## config.mk

```make
export PLATFORM = sky130hd
export DESIGN_NAME = fifo_reader
export DESIGN_NICKNAME = d
export VERILOG_FILES = /design/src/rtl/fifo_pkg.sv /design/src/rtl/fifo_reader.sv
export SDC_FILE = /design/constraint.sdc
export NUM_CORES = 1
export LEC_CHECK = 0
export BUFFER_PORTS_ARGS = -buffer_cell sky130_fd_sc_hd__buf_2
export CAP_MARGIN = 20
export CORE_ASPECT_RATIO = 0.6
export CORE_MARGIN = 2
export CORE_UTILIZATION = 52
export DETAILED_ROUTE_END_ITERATION = 8
export PLACE_DENSITY = 0.79
export SLEW_MARGIN = 20
export SYNTH_ARGS = -nofsm -noshare
export SYNTH_HDL_FRONTEND = slang
export SYNTH_SLANG_ARGS = --single-unit
```

## constraint.sdc

```tcl
create_clock -name clk_i -period 3.1 [get_ports clk_i]
set_input_delay 0.31 -clock clk_i [delete_from_list [all_inputs] [get_ports clk_i]]
set_output_delay 0.31 -clock clk_i [all_outputs]
set_load 0.02 [all_outputs]
```

## src/rtl/fifo_pkg.sv

```systemverilog
// Shared definitions for the FIFO and its registered read-side adapter.
// Holds the reader skid depth and the reader occupancy counter type.
package fifo_pkg;

  localparam int READER_DEPTH = 2;

  typedef logic [$clog2(READER_DEPTH+1)-1:0] occ_t;

  // Occupancy after one cycle: one word may land and one may leave.
  function automatic occ_t occ_next(input occ_t occ, input logic wr, input logic rd);
    return occ_t'(occ + occ_t'(wr) - occ_t'(rd));
  endfunction

  // A new pop is allowed only if every word already owed to the buffer still fits.
  function automatic logic room_avail(input occ_t occ, input logic inflight, input logic deq);
    logic [2:0] w_need;
    w_need = {1'b0, occ} + {2'b00, inflight} - {2'b00, deq};
    return w_need < 3'(READER_DEPTH);
  endfunction

endpackage

```

## src/rtl/fifo_reader.sv

```systemverilog
// Converts a FIFO with registered read data into a valid/ready stream with a
// 2-entry skid buffer. Optional flush port enabled by macro FIFO_READER_FLUSH_EN.
module fifo_reader
  import fifo_pkg::*;
#(
  parameter int WIDTH = 32
) (
  input  logic             clk_i,
  input  logic             rst_ni,
`ifdef FIFO_READER_FLUSH_EN
  input  logic             flush_i,
`endif
  input  logic             fifo_empty_i,
  input  logic [WIDTH-1:0] fifo_data_i,
  output logic             fifo_pop_o,
  output logic             m_valid_o,
  output logic [WIDTH-1:0] m_data_o,
  input  logic             m_ready_i
);

  logic [WIDTH-1:0] r_buf [READER_DEPTH];
  occ_t             r_occ;
  logic             r_inflight;
  logic             r_wr_ptr;
  logic             r_rd_ptr;
  logic             r_run;

  logic             w_flush;
  logic             w_deq;
  logic             w_wr;
  logic             w_pop;

`ifdef FIFO_READER_FLUSH_EN
  assign w_flush = flush_i;
`else
  assign w_flush = 1'b0;
`endif

  // r_run holds off popping until the first edge after reset release.
  assign w_deq      = m_valid_o && m_ready_i;
  assign w_wr       = r_inflight && !w_flush;
  assign w_pop      = r_run && !fifo_empty_i && !w_flush
                      && room_avail(r_occ, r_inflight, w_deq);
  assign fifo_pop_o = w_pop;

  assign m_valid_o  = (r_occ != '0);
  assign m_data_o   = m_valid_o ? r_buf[r_rd_ptr] : '0;

  // Control stage: occupancy, pointers and the pop-to-data in-flight marker.
  always_ff @(posedge clk_i or negedge rst_ni) begin
    if (!rst_ni) begin
      r_occ      <= '0;
      r_inflight <= 1'b0;
      r_wr_ptr   <= 1'b0;
      r_rd_ptr   <= 1'b0;
      r_run      <= 1'b0;
    end else begin
      r_run      <= 1'b1;
      r_inflight <= w_pop;
      if (w_flush) begin
        r_occ    <= '0;
        r_wr_ptr <= 1'b0;
        r_rd_ptr <= 1'b0;
      end else begin
        r_occ <= occ_next(r_occ, w_wr, w_deq);
        if (w_wr) begin
          r_wr_ptr <= ~r_wr_ptr;
        end
        if (w_deq) begin
          r_rd_ptr <= ~r_rd_ptr;
        end
      end
    end
  end

  // Data stage: capture the FIFO's registered read word one cycle after the pop.
  always_ff @(posedge clk_i) begin
    if (w_wr) begin
      r_buf[r_wr_ptr] <= fifo_data_i;
    end
  end

endmodule

```

# Yosys cells after proc, flatten, opt, wreduce, memory -nomap -nowiden
# Memory sizes are Yosys's and may differ from the RTL's.
# Index checks and enable logic that the tools add are counted.
# word_totals
mem_bits_rw	64
memories	1
latch_bits	0
inputBits	36
register_bits	6
output_inout_bits	34
wordCells	21
romBits	0
# classes
reduce_logical	5
n_lt_le_gt_ge	1
n_bitwise	2
add_sub_neg	4
muxes	3
n_eq_ne	0
div_mod_pow	0
multipliers	0
shift	0
# mem_list
memory	depth	word_bits	rd	rd_clocked_by_memory_dff	wr	line	source
r_buf	2	32	1	0	1	fifo_reader.sv:21	logic [WIDTH-1:0] r_buf [READER_DEPTH];
# op_table
operator	n
2-to-1 mux 32 bit	1
adder 2 x 1 -> 3 bit	1
logical AND 1 bit	3
less-than comparator 3 x 2 -> 1 bit (second input constant)	1
subtractor 3 x 1 -> 3 bit	1
adder 2 x 1 -> 2 bit	1
2-to-1 mux 1 bit	2
NOT 1 bit	2
nonzero test 2 bit	1
subtractor 2 x 1 -> 2 bit	1
zero test 1 bit	1

# Logic depth before layout (Yosys ltp)
# Gate-level depths: netlist of the first run.
# logic_depth
depth_word	5
mapped_depth	8
ltp_nobuf	8

# Worst setup path before layout of the first run
# Ideal clock, no wire load.
# synth_path
kind	flip-flop to output port
start	reg r_occ[1]
end	out fifo_pop_o
t_required_ns	2.790
slack_ns	0.594
path_stages_with_launch	9
arrival_time_ns	2.196
path_cell_list	dfrtp_1 > o21ai_0 > inv_1 > ha_1 > inv_1 > ha_1 > fa_1 > xnor2_1 > nor4b_2
# synth_between
elab_chain_len	5
elab_cells_between_ends	6
# synth_rtl
element	line	source
from (decl)	fifo_reader.sv:22	occ_t r_occ;
from (signal assigned)	fifo_reader.sv:65	r_occ <= occ_next(r_occ, w_wr, w_deq);
nonzero test 2 bit	fifo_reader.sv:46	assign m_valid_o = (r_occ != '0);
logical AND 1 bit	fifo_reader.sv:40	assign w_deq = m_valid_o && m_ready_i;
named net w_deq	fifo_reader.sv:29	logic w_deq;
subtractor 3 x 1 -> 3 bit	fifo_pkg.sv:17	w_need = {1'b0, occ} + {2'b00, inflight} - {2'b00, deq};
less-than comparator 3 x 2 -> 1 bit	fifo_pkg.sv:18	return w_need < 3'(READER_DEPTH);
logical AND 1 bit	fifo_reader.sv:43	&& room_avail(r_occ, r_inflight, w_deq);
to (decl)	fifo_reader.sv:15	output logic fifo_pop_o,
# The timed path passes the listed nets, and every way through them passes these cells.

# Final worst setup path of the first run
# Same ends and word-level chain as after synthesis.

==> results of run 1 <==
## cell usage in the layout (no fill, tap or decap), drive strengths merged
master / n
clkbuf: 9
conb: 1
dfrtp: 6
and2: 1
mux2i: 32
o21ai: 1
fa: 1
inv: 7
dlygate4sd3: 1
nor2: 34
clkinvlp: 2
nor4b: 1
ha: 2
clkinv: 2
xnor2: 2
buf: 71
xor2: 1
bufinv: 2
edfxtp: 64
## state kept, by name (all words and copies together), names as in the netlist
| signal | flops |
|---|---|
| r_inflight | 1 |
| r_rd_ptr | 1 |
| r_occ | 2 |
| r_wr_ptr | 1 |
| r_buf | 64 |
| r_run | 1 |
## logic make-up (layout without fill, tap and decap cells)
family,count (synthesis),count (layout),share of synthesized area [%]
other,1,1,0.138
xor gates and xnor gates,3,3,0.967
and+or+nand+nor,36,36,5.57
DFF,70,70,76.2
AOI/OAI and AO/OA,1,1,0.184
muxes,32,32,11.8
buffers and inverters,13,94,3.45
adders and majority gates,3,3,1.66
## worst min-delay path by stage
stage,endpoint,slack [ps]
after floorplan,r_inflight$_DFF_PN0_,10
after global placement,r_inflight$_DFF_PN0_,140
after detailed placement,r_inflight$_DFF_PN0_,150
after CTS,r_inflight$_DFF_PN0_,110
after global routing,r_inflight$_DFF_PN0_,110
final,r_inflight$_DFF_PN0_,130
## metrics by stage
stage	util [%]	cell area [µm²]
after detailed placement	61.3	3100
after floorplan	-	2720
after global routing	65.9	3330
after CTS	65.9	3330
after global placement	61.3	3100
final	65.9	3330
## critical path: cells and delay by family (launching register included)
family | cells | cell delay (ps)
and+or+nand+nor | 1 | 240
buffers and inverters | 3 | 330
adders and majority gates | 3 | 840
DFF | 1 | 420
AOI/OAI and AO/OA | 1 | 300
xor gates and xnor gates | 1 | 160
## per-layer routing
metal | GRT usage, % | up-vias | wire (µm)
met5 | 0 | - | 0
met4 | 8.13 | 0 | 8
met1 | 21.2 | 687 | 2010
met2 | 25.6 | 61 | 2020
li1 | - | 725 | -
met3 | 8.30 | 2 | 397
## final cells by class
type                    count  share of cell area, %
clock inverters             7                   2.93
multi-input cells          76                   16.8
flip-flops and latches     70                   62.3
well taps                  66                   2.48
repair buffers             72                   11.1
clock buffers               9                   3.72
inverters                   6                  0.676
## power groups by stage
| stage | registers, mW | logic [mW] | clock network [mW] |
|---|---|---|---|
| 6_report | 1.36 | 1.12 | 0.789 |
| 3_3_place_gp | 1.38 | 1.12 | 0 |
| 5_1_grt | 1.38 | 1.21 | 0.856 |
| 3_5_place_dp | 1.39 | 1.13 | 0 |
| 2_1_floorplan | 1.26 | 0.933 | 0 |
| 4_1_cts | 1.37 | 1.14 | 0.812 |
==> results.ini, run 1 <==
[clocking]
clk-insertion-delay-late_ps = 340
cts.reportedPaths.clkPinSlew_ps = 70
htreeDepth = 3
clockBufferDepth = 2
cts_resized = 0
cts_tree = built
cts_buffers = 9
ctsRootBufferMaster = clkbuf_8
ctsHoldBuffers = 1
postCtsSetupRepairBufs = 0
cts.sinks = 70

[final_layout]
fillCellCount = 370
final-seq-area_um2 = 2070
layout.nets = 274
fin_cells = 306
areaGrowthSynthToFinish_pct = 22.5
drive_above_1_share_pct = 38.3
multiInputGateArea_um2 = 559
insertedDiodeCount = 0

[pwr]
p_clk_share_pct = 24.2
seqPwrFrac_pct = 41.7
fin_total_pwr_mw = 3.27
ir_drop_uv = 643
comb_power_share_pct = 34.1
p_leak_nw = 1.39
internal-power_mw = 2.09
swShare_pct = 36.2
power.switching_mw = 1.18
power_density_nw_per_um2 = 981

[routing]
drc = 0
drt-wirelength-per-cell_um = 14.5
drt_iter0_drc = 44
ant_nets = 0
drt_pre_antenna_iters = 4
wirelength_um = 4440
vias_per_cell = 4.82
vias = 1475

[placed_design]
dp_hpwl_um = 2840
dp_slack_ps = 519
io_buffers = 69
place_congestion = 0.762
placed_cells = 289

[timing]
setup_viol = 0
worstMarginPinSlew_ps = 977
rsz0062_at_grt = no
fmaxAchievable_mhz = 340
fin_skew_ps = 4.38
hold-worst-slack_ps = 131
period_minus_slack_ps = 2940
layout_setup_ws_ps = 162
drv_slew = 0
slew-limit-headroom_pct = 34.9
setup_tns_ps = 0
hold_viol = 0
period_share_pct = 94.8

[logic_synthesis]
yosys.cell_types.count = 18
ys_seq_area_share_pct = 76.2
synth_fp_nets = 198
synth_area_um2 = 2720
synth_top_area_share_pct = 70.7
synth_most_common_cell = edfxtp_1
ys_ff_latch = 70
synth.area.top_cells = edfxtp_1 (71%), mux2i_1 (12%), dfrtp_1 (5.5%)
async_flop_share_pct = 8.57
ys.flop_type = edfxtp_1
synth_edf_count = 64
synthTopCellsByCount = edfxtp_1 (64), nor2_1 (33), mux2i_1 (32), dfrtp_1 (6), inv_1 (5)
yosys.area.top_type = edfxtp_1
syn_avg_cell_area_um2 = 17.1
synth_cells = 159
synth_warnings = 0

[die]
die_h_um = 60.0
io_pins = 70
core_area_um2 = 5050
num_rows = 20
initial_core_util_pct = 53.8
die-area_um2 = 5840
fp.dieW_um = 97.3

[setup_path]
worst-r2r-setup-slack_ps = 920
r2r-start = r_occ[1]$_DFF_PN0_
critical_path.cell_chain = o21ai_0 -> inv_1 -> ha_1 -> inv_1 -> ha_1 -> fa_1 -> xnor2_1 -> nor4b_2 -> buf_2
crit_type = reg -> out
rr_worst_depth = 8
worst-endpoint-required_ps = 2790
critPathLaunchType = flop
end_kind = output pin
arrival_ps = 2630
r2r_end = r_inflight$_DFF_PN0_
crit_fanout = 4
endpoint = fifo_pop_o
cp-startpoint = r_occ[1]$_DFF_PN0_
critPathMaxStageDelay_ps = 420
cp_slowest_cell = dfrtp_1

[global_route]
overflow = 0
grt_pass1_wl_um = 7020
antenna_found_initial = 0
grt_max_degree = 34
grt_usage_pct = 17.0
grt_pass1_vias = 1443

[outcome]
outcome = finished clean

[hold_path]
hold_depth = 2
hold_class = in -> reg
hold_start = fifo_empty_i

[run]
cap_violations = 0

No activity file was read; power rests on OpenSTA's default activity.
==> run 2: changes to the inputs <==
- REMOVE_ABC_BUFFERS: unset -> 1
- SETUP_SLACK_MARGIN: unset -> 0.02
==> run 2 against run 1 <==
Compared with the run above: die area stayed put; design area about the same; setup slack improved by 16 ps; sequential share of layout area is essentially flat; largest cell class unchanged; largest power group unchanged.
==> results.ini, run 2 (same netlist as run 1, synthesis figures left out) <==
[routing]
drt_iter0_drc = 49  ; was 44
vias = 1494  ; was 1475
ant_nets = 0  ; unchanged
vias_per_cell = 4.85  ; was 4.82
drt-wirelength-per-cell_um = 13.6  ; was 14.5 µm
drc = 0  ; unchanged
drt_pre_antenna_iters = 4  ; unchanged
wirelength_um = 4190  ; was 4440 µm

[timing]
slew-limit-headroom_pct = 38.8  ; was 34.9%
worstMarginPinSlew_ps = 916  ; was 977 ps
setup_tns_ps = 0  ; unchanged
setup_viol = 0  ; unchanged
rsz0062_at_grt = no  ; unchanged
fmaxAchievable_mhz = 342  ; was 340 MHz
drv_slew = 0  ; unchanged
fin_skew_ps = 6.68  ; was 4.38 ps
hold_viol = 0  ; unchanged
period_minus_slack_ps = 2920  ; was 2940 ps
period_share_pct = 94.3  ; was 94.8%

[clocking]
cts_tree = built  ; unchanged
htreeDepth = 3  ; unchanged
clockBufferDepth = 2  ; unchanged
cts_buffers = 9  ; unchanged
cts.reportedPaths.clkPinSlew_ps = 70  ; about the same
cts.sinks = 70  ; unchanged
ctsRootBufferMaster = clkbuf_8  ; unchanged
clk-insertion-delay-late_ps = 330  ; was 340 ps
postCtsSetupRepairBufs = 0  ; unchanged

[final_layout]
areaGrowthSynthToFinish_pct = 22.4  ; was 22.5%
layout.nets = 276  ; was 274
drive_above_1_share_pct = 37.2  ; was 38.3%
fin_cells = 308  ; was 306
largest_reg_flops = 64  ; unchanged
largest-register = r_buf  ; unchanged
insertedDiodeCount = 0  ; unchanged
final_cell_mix = buf_2 (69), edfxtp_1 (64), mux2i_1 (32), nor2_1 (32), clkbuf_8 (9)  ; unchanged
final_common_cell = buf_2  ; unchanged
reg_top3 = r_buf: 64 flops, r_occ: 2 flops  ; unchanged

[setup_path]
cp-startpoint = r_occ[1]$_DFF_PN0_  ; unchanged
critical_path_buf_inv_count = 3  ; unchanged
cp_slowest_cell = dfrtp_1  ; unchanged
critical_path.cell_chain = o21ai_0 -> inv_1 -> ha_1 -> inv_1 -> ha_1 -> fa_1 -> xnor2_1 -> nor4b_2 -> buf_2  ; unchanged
worst-endpoint-required_ps = 2790  ; about the same
r2r-start = r_occ[1]$_DFF_PN0_  ; unchanged
critPathMaxStageDelay_ps = 420  ; about the same
worst-r2r-setup-slack_ps = 920  ; about the same
rr_worst_depth = 8  ; unchanged
crit_fanout = 4  ; unchanged
endpoint = fifo_pop_o  ; unchanged
crit_type = reg -> out  ; unchanged
critPathTopFamily = adder cells  ; unchanged
critPathLaunchType = flop  ; unchanged
arrival_ps = 2610  ; was 2630 ps
end_kind = output pin  ; unchanged
cp.depth = 9  ; unchanged
r2r_end = r_inflight$_DFF_PN0_  ; unchanged

[placed_design]
placed_cells = 291  ; was 289
place_congestion = 0.783  ; was 0.762
dp_hpwl_um = 2880  ; was 2840 µm
io_buffers = 69  ; unchanged

[global_route]
grt_usage_pct = 15.7  ; was 17.0%
grt_pass1_vias = 1413  ; was 1443
grt_max_degree = 33  ; was 34
antenna_found_initial = 0  ; unchanged
grt_pass1_wl_um = 6610  ; was 7020 µm
overflow = 0  ; unchanged

[die]
initial_core_util_pct = 53.8  ; unchanged
fp.dieW_um = 97.3  ; unchanged
die_h_um = 60.0  ; unchanged
die-area_um2 = 5840  ; unchanged
core_area_um2 = 5050  ; unchanged
num_rows = 20  ; unchanged
io_pins = 70  ; unchanged

[pwr]
power_density_nw_per_um2 = 971  ; was 981 nW/µm²
fin_total_pwr_mw = 3.23  ; was 3.27 mW
ir_drop_uv = 594  ; was 643 µV
p_leak_nw = 1.39  ; about the same

[run]
cap_violations = 0  ; unchanged

[hold_path]
hold_class = in -> reg  ; unchanged
hold_start = fifo_empty_i  ; unchanged

[outcome]
outcome = finished clean  ; unchanged

## run 2: changes by cell type in the layout (fill, tap and decap cells not counted), sizes merged
cell,delta
buf,+2
clkbuf,+1
clkinv,+2
clkinvlp,-2
inv,-1
## run 2: routing by layer
metal	wire length, µm	GRT usage, %	part of all wire [%]	up-vias
li1	-	-	-	725
met1	1890	19.5	45	705
met2	1900	25.6	45	57
met3	361	6.67	8.6	7
met4	45	5.36	1.1	0
met5	0	0	0	-
## run 2: final cells by class
class                           instances  area, µm²
Inverter                                6       22.5
Clock buffer                           10        128
Multi-Input combinational cell         76        559
Sequential cell                        70       2070
Tap cell                               66       82.6
Clock inverter                          6       76.3
Timing Repair Buffer                   74        385
Fill cell                             358       1730
## run 2: worst min-delay path by stage
stage                      endpoint  slack [ps]  depth (start not counted)
4_1_cts        r_inflight$_DFF_PN0_         130                          2
3_3_place_gp   r_inflight$_DFF_PN0_         140                          1
5_1_grt        r_inflight$_DFF_PN0_         140                          2
6_report       r_inflight$_DFF_PN0_         150                          2
3_5_place_dp   r_inflight$_DFF_PN0_         150                          1
2_1_floorplan  r_inflight$_DFF_PN0_          10                          0
## run 2: worst register-to-register path: stages (launching register included)
cell and delay, ps:
dfrtp_1 420, o21ai_0 290, inv_1 80, ha_1 290, inv_1 50, ha_1 190, fa_1 380, xnor2_1 150
nor4b_2 240
## run 2: report_power, final
| group | total (mW) | internal [mW] | switching, mW |
|---|---|---|---|
| clock network | 0.744 | 0.444 | 0.300 |
| registers | 1.27 | 1.20 | 0.0637 |
| logic | 1.22 | 0.436 | 0.784 |
## run 2: through the flow
step | util [%] | setup WS, ps | hold WS, ps | instance area (µm²)
finish | 65.8 | 178 | 146 | 3330
global placement | 61.6 | 593 | 141 | 3110
global route | 65.8 | 25.7 | 138 | 3330
detailed placement | 61.6 | 510 | 147 | 3110
floorplan | - | 594 | 14.4 | 2650
CTS | 65.8 | 135 | 129 | 3330
## run 2: what timing repair did
| action | in CTS | in global routing |
|---|---|---|
| gates resized for setup | 0 | 0 |
| hold buffers | 1 | 0 |
| endpoints found under the hold margin | 6 | 0 |
